### src/rtl/ecdh_session_sequencer_pkg.sv
// Shared widths, FSM state type and host-visible mode codes for the ECDH session sequencer.
package ecdh_pkg;

    localparam int KEY_W             = 164;
    localparam int BUS_W             = 64;
    localparam int WORDS_PER_OPERAND = 3;
    localparam int HI_W              = KEY_W - 2 * BUS_W;

    typedef enum logic [2:0] {
        ST_LOAD_K,
        ST_LOAD_PX,
        ST_LOAD_PY,
        ST_ECC_START,
        ST_ECC_WAIT,
        ST_KEY_READY,
        ST_DES_RUN,
        ST_ERROR
    } state_e;

    localparam logic [2:0] MODE_LOAD_K    = 3'd0;
    localparam logic [2:0] MODE_LOAD_PX   = 3'd1;
    localparam logic [2:0] MODE_LOAD_PY   = 3'd2;
    localparam logic [2:0] MODE_ECC       = 3'd3;
    localparam logic [2:0] MODE_KEY_READY = 3'd4;
    localparam logic [2:0] MODE_DES_RUN   = 3'd5;
    localparam logic [2:0] MODE_ERROR     = 3'd7;

    // ECC_START and ECC_WAIT share one code, so the mode is not just the raw state.
    function automatic logic [2:0] mode_of(input state_e s);
        case (s)
            ST_LOAD_K:    return MODE_LOAD_K;
            ST_LOAD_PX:   return MODE_LOAD_PX;
            ST_LOAD_PY:   return MODE_LOAD_PY;
            ST_ECC_START: return MODE_ECC;
            ST_ECC_WAIT:  return MODE_ECC;
            ST_KEY_READY: return MODE_KEY_READY;
            ST_DES_RUN:   return MODE_DES_RUN;
            default:      return MODE_ERROR;
        endcase
    endfunction

endpackage

### src/rtl/ecdh_session_sequencer_if.sv
// Bundle of host, ECC and 3DES signals seen by the session sequencer.
interface ecdh_session_sequencer_if;
    import ecdh_pkg::*;

    logic             start;
    logic             rekey;
    logic [BUS_W-1:0] data_in;
    logic [BUS_W-1:0] data_out;
    logic             data_ready;
    logic             busy;
    logic [2:0]       mode;
    logic [KEY_W-1:0] k;
    logic [KEY_W-1:0] pix;
    logic [KEY_W-1:0] piy;
    logic             estart;
    logic             edone;
    logic [KEY_W-1:0] pox;
    logic [KEY_W-1:0] poy;
    logic [KEY_W-1:0] skx;
    logic [KEY_W-1:0] sky;
    logic [BUS_W-1:0] des_input;
    logic [BUS_W-1:0] des_output;

    modport slave (
        input  start, rekey, data_in, edone, pox, poy, des_output,
        output data_out, data_ready, busy, mode, k, pix, piy, estart, skx, sky, des_input
    );

    modport master (
        output start, rekey, data_in, edone, pox, poy, des_output,
        input  data_out, data_ready, busy, mode, k, pix, piy, estart, skx, sky, des_input
    );

endinterface

### src/rtl/ecdh_session_sequencer_operand_loader.sv
// Assembles one 164-bit operand from three LS-first bus words; last_o flags the closing word.
module operand_loader
    import ecdh_pkg::*;
(
    input  logic             clk,
    input  logic             n_rst,
    input  logic             clr_i,
    input  logic             load_en_i,
    input  logic [BUS_W-1:0] word_i,
    output logic [KEY_W-1:0] operand_o,
    output logic             last_o
);

    localparam int CNT_W = 2;

    logic [CNT_W-1:0] cnt_q, cnt_d;
    logic [KEY_W-1:0] operand_q, operand_d;

    assign last_o    = load_en_i && (cnt_q == CNT_W'(WORDS_PER_OPERAND - 1));
    assign operand_o = operand_q;

    // A clear only rewinds the word position; the operand keeps its old value.
    always_comb begin
        cnt_d     = cnt_q;
        operand_d = operand_q;
        if (clr_i) begin
            cnt_d = '0;
        end else if (load_en_i) begin
            cnt_d = last_o ? '0 : cnt_q + CNT_W'(1);
            case (cnt_q)
                2'd0:    operand_d[BUS_W-1:0]         = word_i;
                2'd1:    operand_d[2*BUS_W-1:BUS_W]   = word_i;
                default: operand_d[KEY_W-1:2*BUS_W]   = word_i[HI_W-1:0];
            endcase
        end
    end

    always_ff @(posedge clk) begin
        if (!n_rst) begin
            cnt_q     <= '0;
            operand_q <= '0;
        end else begin
            cnt_q     <= cnt_d;
            operand_q <= operand_d;
        end
    end

endmodule

### src/rtl/ecdh_session_sequencer.sv
// Sequences operand loading, one ECC point multiplication, then fixed-latency 3DES blocks.
module ecdh_session_sequencer
    import ecdh_pkg::*;
#(
    parameter int unsigned DES_LATENCY = 48,
    parameter int unsigned ECC_TIMEOUT = 1048576
) (
    input  logic                    clk,
    input  logic                    n_rst,
    ecdh_session_sequencer_if.slave bus
);

    localparam int TO_W = $clog2(ECC_TIMEOUT + 1);

    state_e           state_q, state_d;
    logic [TO_W-1:0]  to_cnt_q, to_cnt_d;
    logic [7:0]       des_cnt_q, des_cnt_d;
    logic [KEY_W-1:0] skx_q, skx_d;
    logic [KEY_W-1:0] sky_q, sky_d;
    logic [BUS_W-1:0] des_in_q, des_in_d;
    logic [BUS_W-1:0] data_out_q, data_out_d;
    logic             data_ready_q, data_ready_d;

    logic             accept;
    logic             k_last, px_last, py_last;
    logic [KEY_W-1:0] k_op, px_op, py_op;

    // A rekey in the same cycle as start discards the word.
    assign accept = bus.start && !bus.rekey;

    operand_loader u_k_loader (
        .clk       (clk),
        .n_rst     (n_rst),
        .clr_i     (bus.rekey),
        .load_en_i (accept && (state_q == ST_LOAD_K)),
        .word_i    (bus.data_in),
        .operand_o (k_op),
        .last_o    (k_last)
    );

    operand_loader u_px_loader (
        .clk       (clk),
        .n_rst     (n_rst),
        .clr_i     (bus.rekey),
        .load_en_i (accept && (state_q == ST_LOAD_PX)),
        .word_i    (bus.data_in),
        .operand_o (px_op),
        .last_o    (px_last)
    );

    operand_loader u_py_loader (
        .clk       (clk),
        .n_rst     (n_rst),
        .clr_i     (bus.rekey),
        .load_en_i (accept && (state_q == ST_LOAD_PY)),
        .word_i    (bus.data_in),
        .operand_o (py_op),
        .last_o    (py_last)
    );

    always_comb begin
        state_d      = state_q;
        to_cnt_d     = to_cnt_q;
        des_cnt_d    = des_cnt_q;
        skx_d        = skx_q;
        sky_d        = sky_q;
        des_in_d     = des_in_q;
        data_out_d   = data_out_q;
        data_ready_d = 1'b0;
        if (bus.rekey) begin
            state_d   = ST_LOAD_K;
            to_cnt_d  = '0;
            des_cnt_d = '0;
            skx_d     = '0;
            sky_d     = '0;
        end else begin
            case (state_q)
                ST_LOAD_K:    if (k_last)  state_d = ST_LOAD_PX;
                ST_LOAD_PX:   if (px_last) state_d = ST_LOAD_PY;
                ST_LOAD_PY:   if (py_last) state_d = ST_ECC_START;
                ST_ECC_START: begin
                    to_cnt_d = '0;
                    state_d  = ST_ECC_WAIT;
                end
                // A zero result is the point at infinity and must never become a key.
                ST_ECC_WAIT: begin
                    to_cnt_d = to_cnt_q + TO_W'(1);
                    if (bus.edone) begin
                        if ((bus.pox == '0) && (bus.poy == '0)) begin
                            state_d = ST_ERROR;
                        end else begin
                            skx_d   = bus.pox;
                            sky_d   = bus.poy;
                            state_d = ST_KEY_READY;
                        end
                    end else if (to_cnt_d == TO_W'(ECC_TIMEOUT)) begin
                        state_d = ST_ERROR;
                    end
                end
                ST_KEY_READY: if (bus.start) begin
                    des_in_d  = bus.data_in;
                    des_cnt_d = 8'(DES_LATENCY);
                    state_d   = ST_DES_RUN;
                end
                ST_DES_RUN: begin
                    des_cnt_d = des_cnt_q - 8'd1;
                    if (des_cnt_q == 8'd1) begin
                        data_out_d   = bus.des_output;
                        data_ready_d = 1'b1;
                        state_d      = ST_KEY_READY;
                    end
                end
                ST_ERROR: state_d = ST_ERROR;
                default:  state_d = ST_LOAD_K;
            endcase
        end
    end

    always_ff @(posedge clk) begin
        if (!n_rst) begin
            state_q      <= ST_LOAD_K;
            to_cnt_q     <= '0;
            des_cnt_q    <= '0;
            skx_q        <= '0;
            sky_q        <= '0;
            des_in_q     <= '0;
            data_out_q   <= '0;
            data_ready_q <= 1'b0;
        end else begin
            state_q      <= state_d;
            to_cnt_q     <= to_cnt_d;
            des_cnt_q    <= des_cnt_d;
            skx_q        <= skx_d;
            sky_q        <= sky_d;
            des_in_q     <= des_in_d;
            data_out_q   <= data_out_d;
            data_ready_q <= data_ready_d;
        end
    end

    assign bus.mode       = mode_of(state_q);
    assign bus.busy       = (state_q == ST_ECC_START) || (state_q == ST_ECC_WAIT) || (state_q == ST_DES_RUN);
    assign bus.estart     = (state_q == ST_ECC_START);
    assign bus.k          = k_op;
    assign bus.pix        = px_op;
    assign bus.piy        = py_op;
    assign bus.skx        = skx_q;
    assign bus.sky        = sky_q;
    assign bus.des_input  = des_in_q;
    assign bus.data_out   = data_out_q;
    assign bus.data_ready = data_ready_q;

endmodule

### src/flat_wrapper.sv
// flat-port wrapper written by rule: the top's interface ports become plain ports
module ecdh_session_sequencer_flat import ecdh_pkg::*;
#(
    parameter int unsigned DES_LATENCY = 48,
    parameter int unsigned ECC_TIMEOUT = 1048576
)
  (clk, n_rst, bus_start, bus_rekey, bus_data_in, bus_edone, bus_pox, bus_poy, bus_des_output, bus_data_out, bus_data_ready, bus_busy, bus_mode, bus_k, bus_pix, bus_piy, bus_estart, bus_skx, bus_sky, bus_des_input);
  ecdh_session_sequencer_if bus_i ();
  input  logic clk;
  input  logic n_rst;
  input wire logic [$bits(bus_i.start)-1:0] bus_start;
  input wire logic [$bits(bus_i.rekey)-1:0] bus_rekey;
  input wire logic [$bits(bus_i.data_in)-1:0] bus_data_in;
  input wire logic [$bits(bus_i.edone)-1:0] bus_edone;
  input wire logic [$bits(bus_i.pox)-1:0] bus_pox;
  input wire logic [$bits(bus_i.poy)-1:0] bus_poy;
  input wire logic [$bits(bus_i.des_output)-1:0] bus_des_output;
  output wire logic [$bits(bus_i.data_out)-1:0] bus_data_out;
  output wire logic [$bits(bus_i.data_ready)-1:0] bus_data_ready;
  output wire logic [$bits(bus_i.busy)-1:0] bus_busy;
  output wire logic [$bits(bus_i.mode)-1:0] bus_mode;
  output wire logic [$bits(bus_i.k)-1:0] bus_k;
  output wire logic [$bits(bus_i.pix)-1:0] bus_pix;
  output wire logic [$bits(bus_i.piy)-1:0] bus_piy;
  output wire logic [$bits(bus_i.estart)-1:0] bus_estart;
  output wire logic [$bits(bus_i.skx)-1:0] bus_skx;
  output wire logic [$bits(bus_i.sky)-1:0] bus_sky;
  output wire logic [$bits(bus_i.des_input)-1:0] bus_des_input;
  assign bus_i.start = bus_start;
  assign bus_i.rekey = bus_rekey;
  assign bus_i.data_in = bus_data_in;
  assign bus_i.edone = bus_edone;
  assign bus_i.pox = bus_pox;
  assign bus_i.poy = bus_poy;
  assign bus_i.des_output = bus_des_output;
  assign bus_data_out = bus_i.data_out;
  assign bus_data_ready = bus_i.data_ready;
  assign bus_busy = bus_i.busy;
  assign bus_mode = bus_i.mode;
  assign bus_k = bus_i.k;
  assign bus_pix = bus_i.pix;
  assign bus_piy = bus_i.piy;
  assign bus_estart = bus_i.estart;
  assign bus_skx = bus_i.skx;
  assign bus_sky = bus_i.sky;
  assign bus_des_input = bus_i.des_input;
  ecdh_session_sequencer #(.DES_LATENCY(DES_LATENCY), .ECC_TIMEOUT(ECC_TIMEOUT)) u_core (.clk(clk), .n_rst(n_rst), .bus(bus_i));
endmodule
### config.mk
export PLATFORM = sky130hd
export DESIGN_NAME = ecdh_session_sequencer_flat
export DESIGN_NICKNAME = d
export VERILOG_FILES = /design/src/rtl/ecdh_session_sequencer_pkg.sv /design/src/rtl/ecdh_session_sequencer_if.sv /design/src/rtl/ecdh_session_sequencer_operand_loader.sv /design/src/rtl/ecdh_session_sequencer.sv /design/src/flat_wrapper.sv
export SDC_FILE = /design/constraint.sdc
export NUM_CORES = 2
export LEC_CHECK = 0
export CAP_MARGIN = 20
export CELL_PAD_IN_SITES_DETAIL_PLACEMENT = 0
export CELL_PAD_IN_SITES_GLOBAL_PLACEMENT = 1
export CORE_AREA = 2 2 552 554
export CTS_CLUSTER_SIZE = 8
export DETAILED_ROUTE_END_ITERATION = 7
export DIE_AREA = 0 0 554 556
export PLACE_DENSITY = 0.35
export SLEW_MARGIN = 20
export SYNTH_ARGS = -nofsm -noshare
export SYNTH_HDL_FRONTEND = slang
export SYNTH_SLANG_ARGS = --single-unit
### constraint.sdc
create_clock -name clk -period 4.7 [get_ports clk]
set_input_delay 0.94 -clock clk [delete_from_list [all_inputs] [get_ports clk]]
set_output_delay 0.94 -clock clk [all_outputs]
set_load 0.02 [all_outputs]
==> run summary <==
Maximum single-stage delay on the critical path: 830 ps. The first-pass GRT wire length is 356000 um. dfxtp_1 takes more of the synthesized area than any other cell. Subtracting the final worst setup slack from the clock period gives 4230 ps.

The run gives 987 as the clock net sink count. The run finished with clean final reports. After detailed routing, the average wire length per cell comes to 27.1 um.

The logs give 0 for the number of setup violations in the final report and 5078 for the synthesized net count. Across the VDD grid, the largest voltage drop is 0.000237 V. Relative to the synthesized area, the layout overhead comes to 62.8%. The initial utilization of the core area, before any placement, comes to 12.4%.

The startpoint identified for the worst register-to-register timing path is u_core.to_cnt_q[0]$_SDFFE_PP0P_. The cell leakage power came out at 19.2 nW. Timing would allow up to 236 MHz. Headroom to the max-slew limit came out at 28.0%.

Max-cap violations in this run came to 0. The number of hold buffers added after CTS was 0. Sequential cell area fraction in the yosys report: 52.8%.

Across the routed clock network, the largest skew measured is 62.8 ps. The power per standard cell area works out to 334 nW/um^2. CTS placed an instance of clkbuf_16 at the clock tree root. The count of cells in the finished layout, fillers not included, comes to 9950. The number of nets still failing antenna checks after routing was 0. The net count of the finished layout is 6365, and the post-CTS setup-driven buffer insertion count is 0.

After synthesis, the cell types taking the most area are dfxtp_1 53%, nand2_1 16%, a21boi_0 12%. Data on the critical path is required at its endpoint by 3760 ps. The y dimension of the die came out at 556 um. Once detailed placement completed, the half-perimeter wirelength came to 207000 um. Tracing the worst setup path back leads to its startpoint at u_core.state_q[2]$_SDFFE_PP0P_. For the cell area after technology mapping, the log shows 37400 sq um.

Counting flops with a built-in enable in the synthesized netlist gives 0. The die covers 308000 sq um. Final cycle utilization of the critical path: 90.1%. In this run, distinct cell masters in the synthesized netlist total 51. A synthesized cell averages 8.11 sq um.

For the pin with the worst max-slew slack, the measured transition is 1080 ps. The highest-delay cell along the critical path is clkdlybuf4s50_1. The signal on the critical path passes through inv_1, or3_1, buf_4, nand2_1, clkdlybuf4s50_1. Synthesis produced a netlist whose cell count is 4613. Setup total negative slack on the finished layout was measured at 0 ps. TritonCTS built the clock tree.

The worst setup path is launched from a flop. Of all nets on the critical path, the largest fanout is 24. Hold violation total from the final report: 0. The number of DRC markers after the initial detailed-route iteration was 1994; the total instance count after detailed placement was 9723.

Entering global routing, the biggest net connects 139 pins. At the later pin of the worst-skew pair, clock insertion delay measures 830 ps. For this run, the number of Yosys warnings is 0.

The CTS buffer count was 153; the total detailed-routing wirelength was 270000 um. After synthesis, the largest area contributor takes up 52.8% of total cell area. The start point of the worst min-delay path was u_core.bus.sky[34]$_SDFFE_PP0P_. Pin placement for this block handled 1415 I/O pins. The post-route netlist has 5.49% of its cells at a drive strength greater than 1. In this run the number of H-tree levels came out at 4.

Cells fill 20.2% of the core in the end. In this run, synthesis produced a sequential element count of 987. Global routing used 16.9% of the available tracks across all layers.

The run gives 0 as the number of max-slew violations in the final report. Post-CTS repair changed the size of 0 cells. Core footprint: 302000 sq um. The data arrival time of the worst path is 3290 ps. The count of port buffers added during placement is 1414. Setup repair after global routing left no endpoint under its margin. Measured along the x axis, the die boundary spans 554 um. For the via count of the first global-routing pass, the log shows 36925. The CTS clock-pin slew for the worst setup and hold paths was 50 ps; the overall overflow remaining after global route was 0. The routed layout has 37337 vias. Dividing the detail-routed via count by the number of cells gives 3.75.

At the end of routability-driven placement, the weighted congestion stood at 0.840. Kind of end point of the critical path: an output pin. The run gives 4 as the number of buffers on the longest clock path. For the final routed DRC violation total, the log shows 0. The min-delay analysis places its worst path in the category reg2reg. The first detailed-routing pass took 5 iterations. The share of flip-flops with an asynchronous set or reset came out at 0%. The most used flip-flop cell after synthesis is dfxtp_1.

By startpoint and endpoint, the worst setup path is classified as reg2out. The floorplan has 202 rows. Number of antenna violations at the first check in global routing: 75.
## cell families after synthesis
logic type                 synth area share [%]
AOI/OAI and AO/OA                          18.3
muxes                                    0.0268
buffers and inverters                      4.34
adders and majority gates                 0.134
and+or+nand+nor                            24.1
DFF                                        52.8
xor gates and xnor gates                  0.211
## cells in the final DEF, fill, tap and decap left out, types with 5 or more instances in the layout
cell type           n
a21oi_1            34
inv_1               7
xor2_1              5
dfxtp_1           987
buf_4              76
nor3_1              9
clkdlybuf4s50_1  1413
o21ai_1            35
buf_12             44
clkbuf_8            8
nor2_1             43
diode_2            18
nand3_1           345
a31oi_1             9
nand2b_1            5
o21ai_0           312
a21boi_0          620
nand2_1          1599
clkbuf_1           32
nor4_1             89
nand4_1            26
a311oi_1            6
a22oi_1             6
clkbuf_16         157
## metal layers
metal | vias to the layer above | wire, um | track usage [%]
met2 | 1224 | 131000 | 29.3
met5 | - | 357 | 0
met1 | 17736 | 107000 | 19.0
li1 | 17981 | - | -
met3 | 340 | 23600 | 6.47
met4 | 56 | 7510 | 4.77
## stage by stage
step | setup slack (ps) | total power, mW | cell area, sq um | hold slack (ps)
after detailed placement | 46.8 | 9.88 | 56500 | 452
after floorplan | 1640 | 8.97 | 37400 | 450
after CTS | 311 | 20.9 | 60900 | 459
final | 467 | 20.4 | 60900 | 458
after global routing | 304 | 21.2 | 60900 | 475
after global placement | 23.3 | 9.88 | 56500 | 445
## worst max-delay path: cells and delay by family (launching register included)
kind,cells,cell delay [ps]
simple gates,2,550
buf+inv,3,1320
flops,1,610
## report_power, final
part | leakage [nW] | internal [mW] | switching (mW)
clock | 2.12 | 6.28 | 4.41
sequential | 7.95 | 8.41 | 0.0165
combinational | 9.08 | 0.557 | 0.695
total | 19.2 | 15.2 | 5.12
## worst paths after layout
check / to / slack [ps] / cells after the start
worst max register to register: u_core.state_q[0]$_SDFFE_PP0P_ / 1640 / 8
worst min-delay path: u_core.bus.sky[34]$_SDFFE_PP0P_ / 460 / 2
worst max-delay path: bus_mode[1] / 470 / 5
worst min register to register: u_core.bus.sky[34]$_SDFFE_PP0P_ / 460 / 2
## Yosys cell counts, types with 2 or more instances
library cell	instances
and2_1	7
o21ai_1	34
inv_1	7
a22oi_1	6
nand2_1	1603
ha_1	4
buf_1	18
buf_2	28
dfxtp_1	987
buf_4	14
xor2_1	5
or3_1	7
and3_1	4
nor2b_1	3
or4_1	4
and4_1	3
a31oi_1	9
nand3b_1	2
a21boi_0	620
a211oi_1	2
nor4_1	89
a311o_1	2
nor3_1	13
clkbuf_1	342
nand2b_1	5
o21ai_0	313
nand4_1	26
a311oi_1	6
nand3_1	345
nor2_1	45
nor4_2	2
or2_2	2
xnor2_1	4
a21oi_1	34
nand4b_1	2
## cell type report
cell class,instances,area [sq um]
multi-input combinational,3217,16100
fill,33307,241000
antenna,18,45.0
tap,3978,4980
inverter,7,26.3
timing repair buffer,1534,15600
clock inverter,12,184
sequential,987,19800
clock buffer,197,4160
## sequential cells by signal, indices dropped and copies added (netlist names), 3 cells and up
signal	cells
u_core.bus.des_input	64
u_core.u_py_loader.operand_o	164
u_core.bus.sky	164
u_core.bus.data_out	64
u_core.bus.skx	164
u_core.state_q	3
u_core.des_cnt_q	8
u_core.u_k_loader.operand_o	164
u_core.u_px_loader.operand_o	164
u_core.to_cnt_q	21
Power figures use the tool's default switching activity.
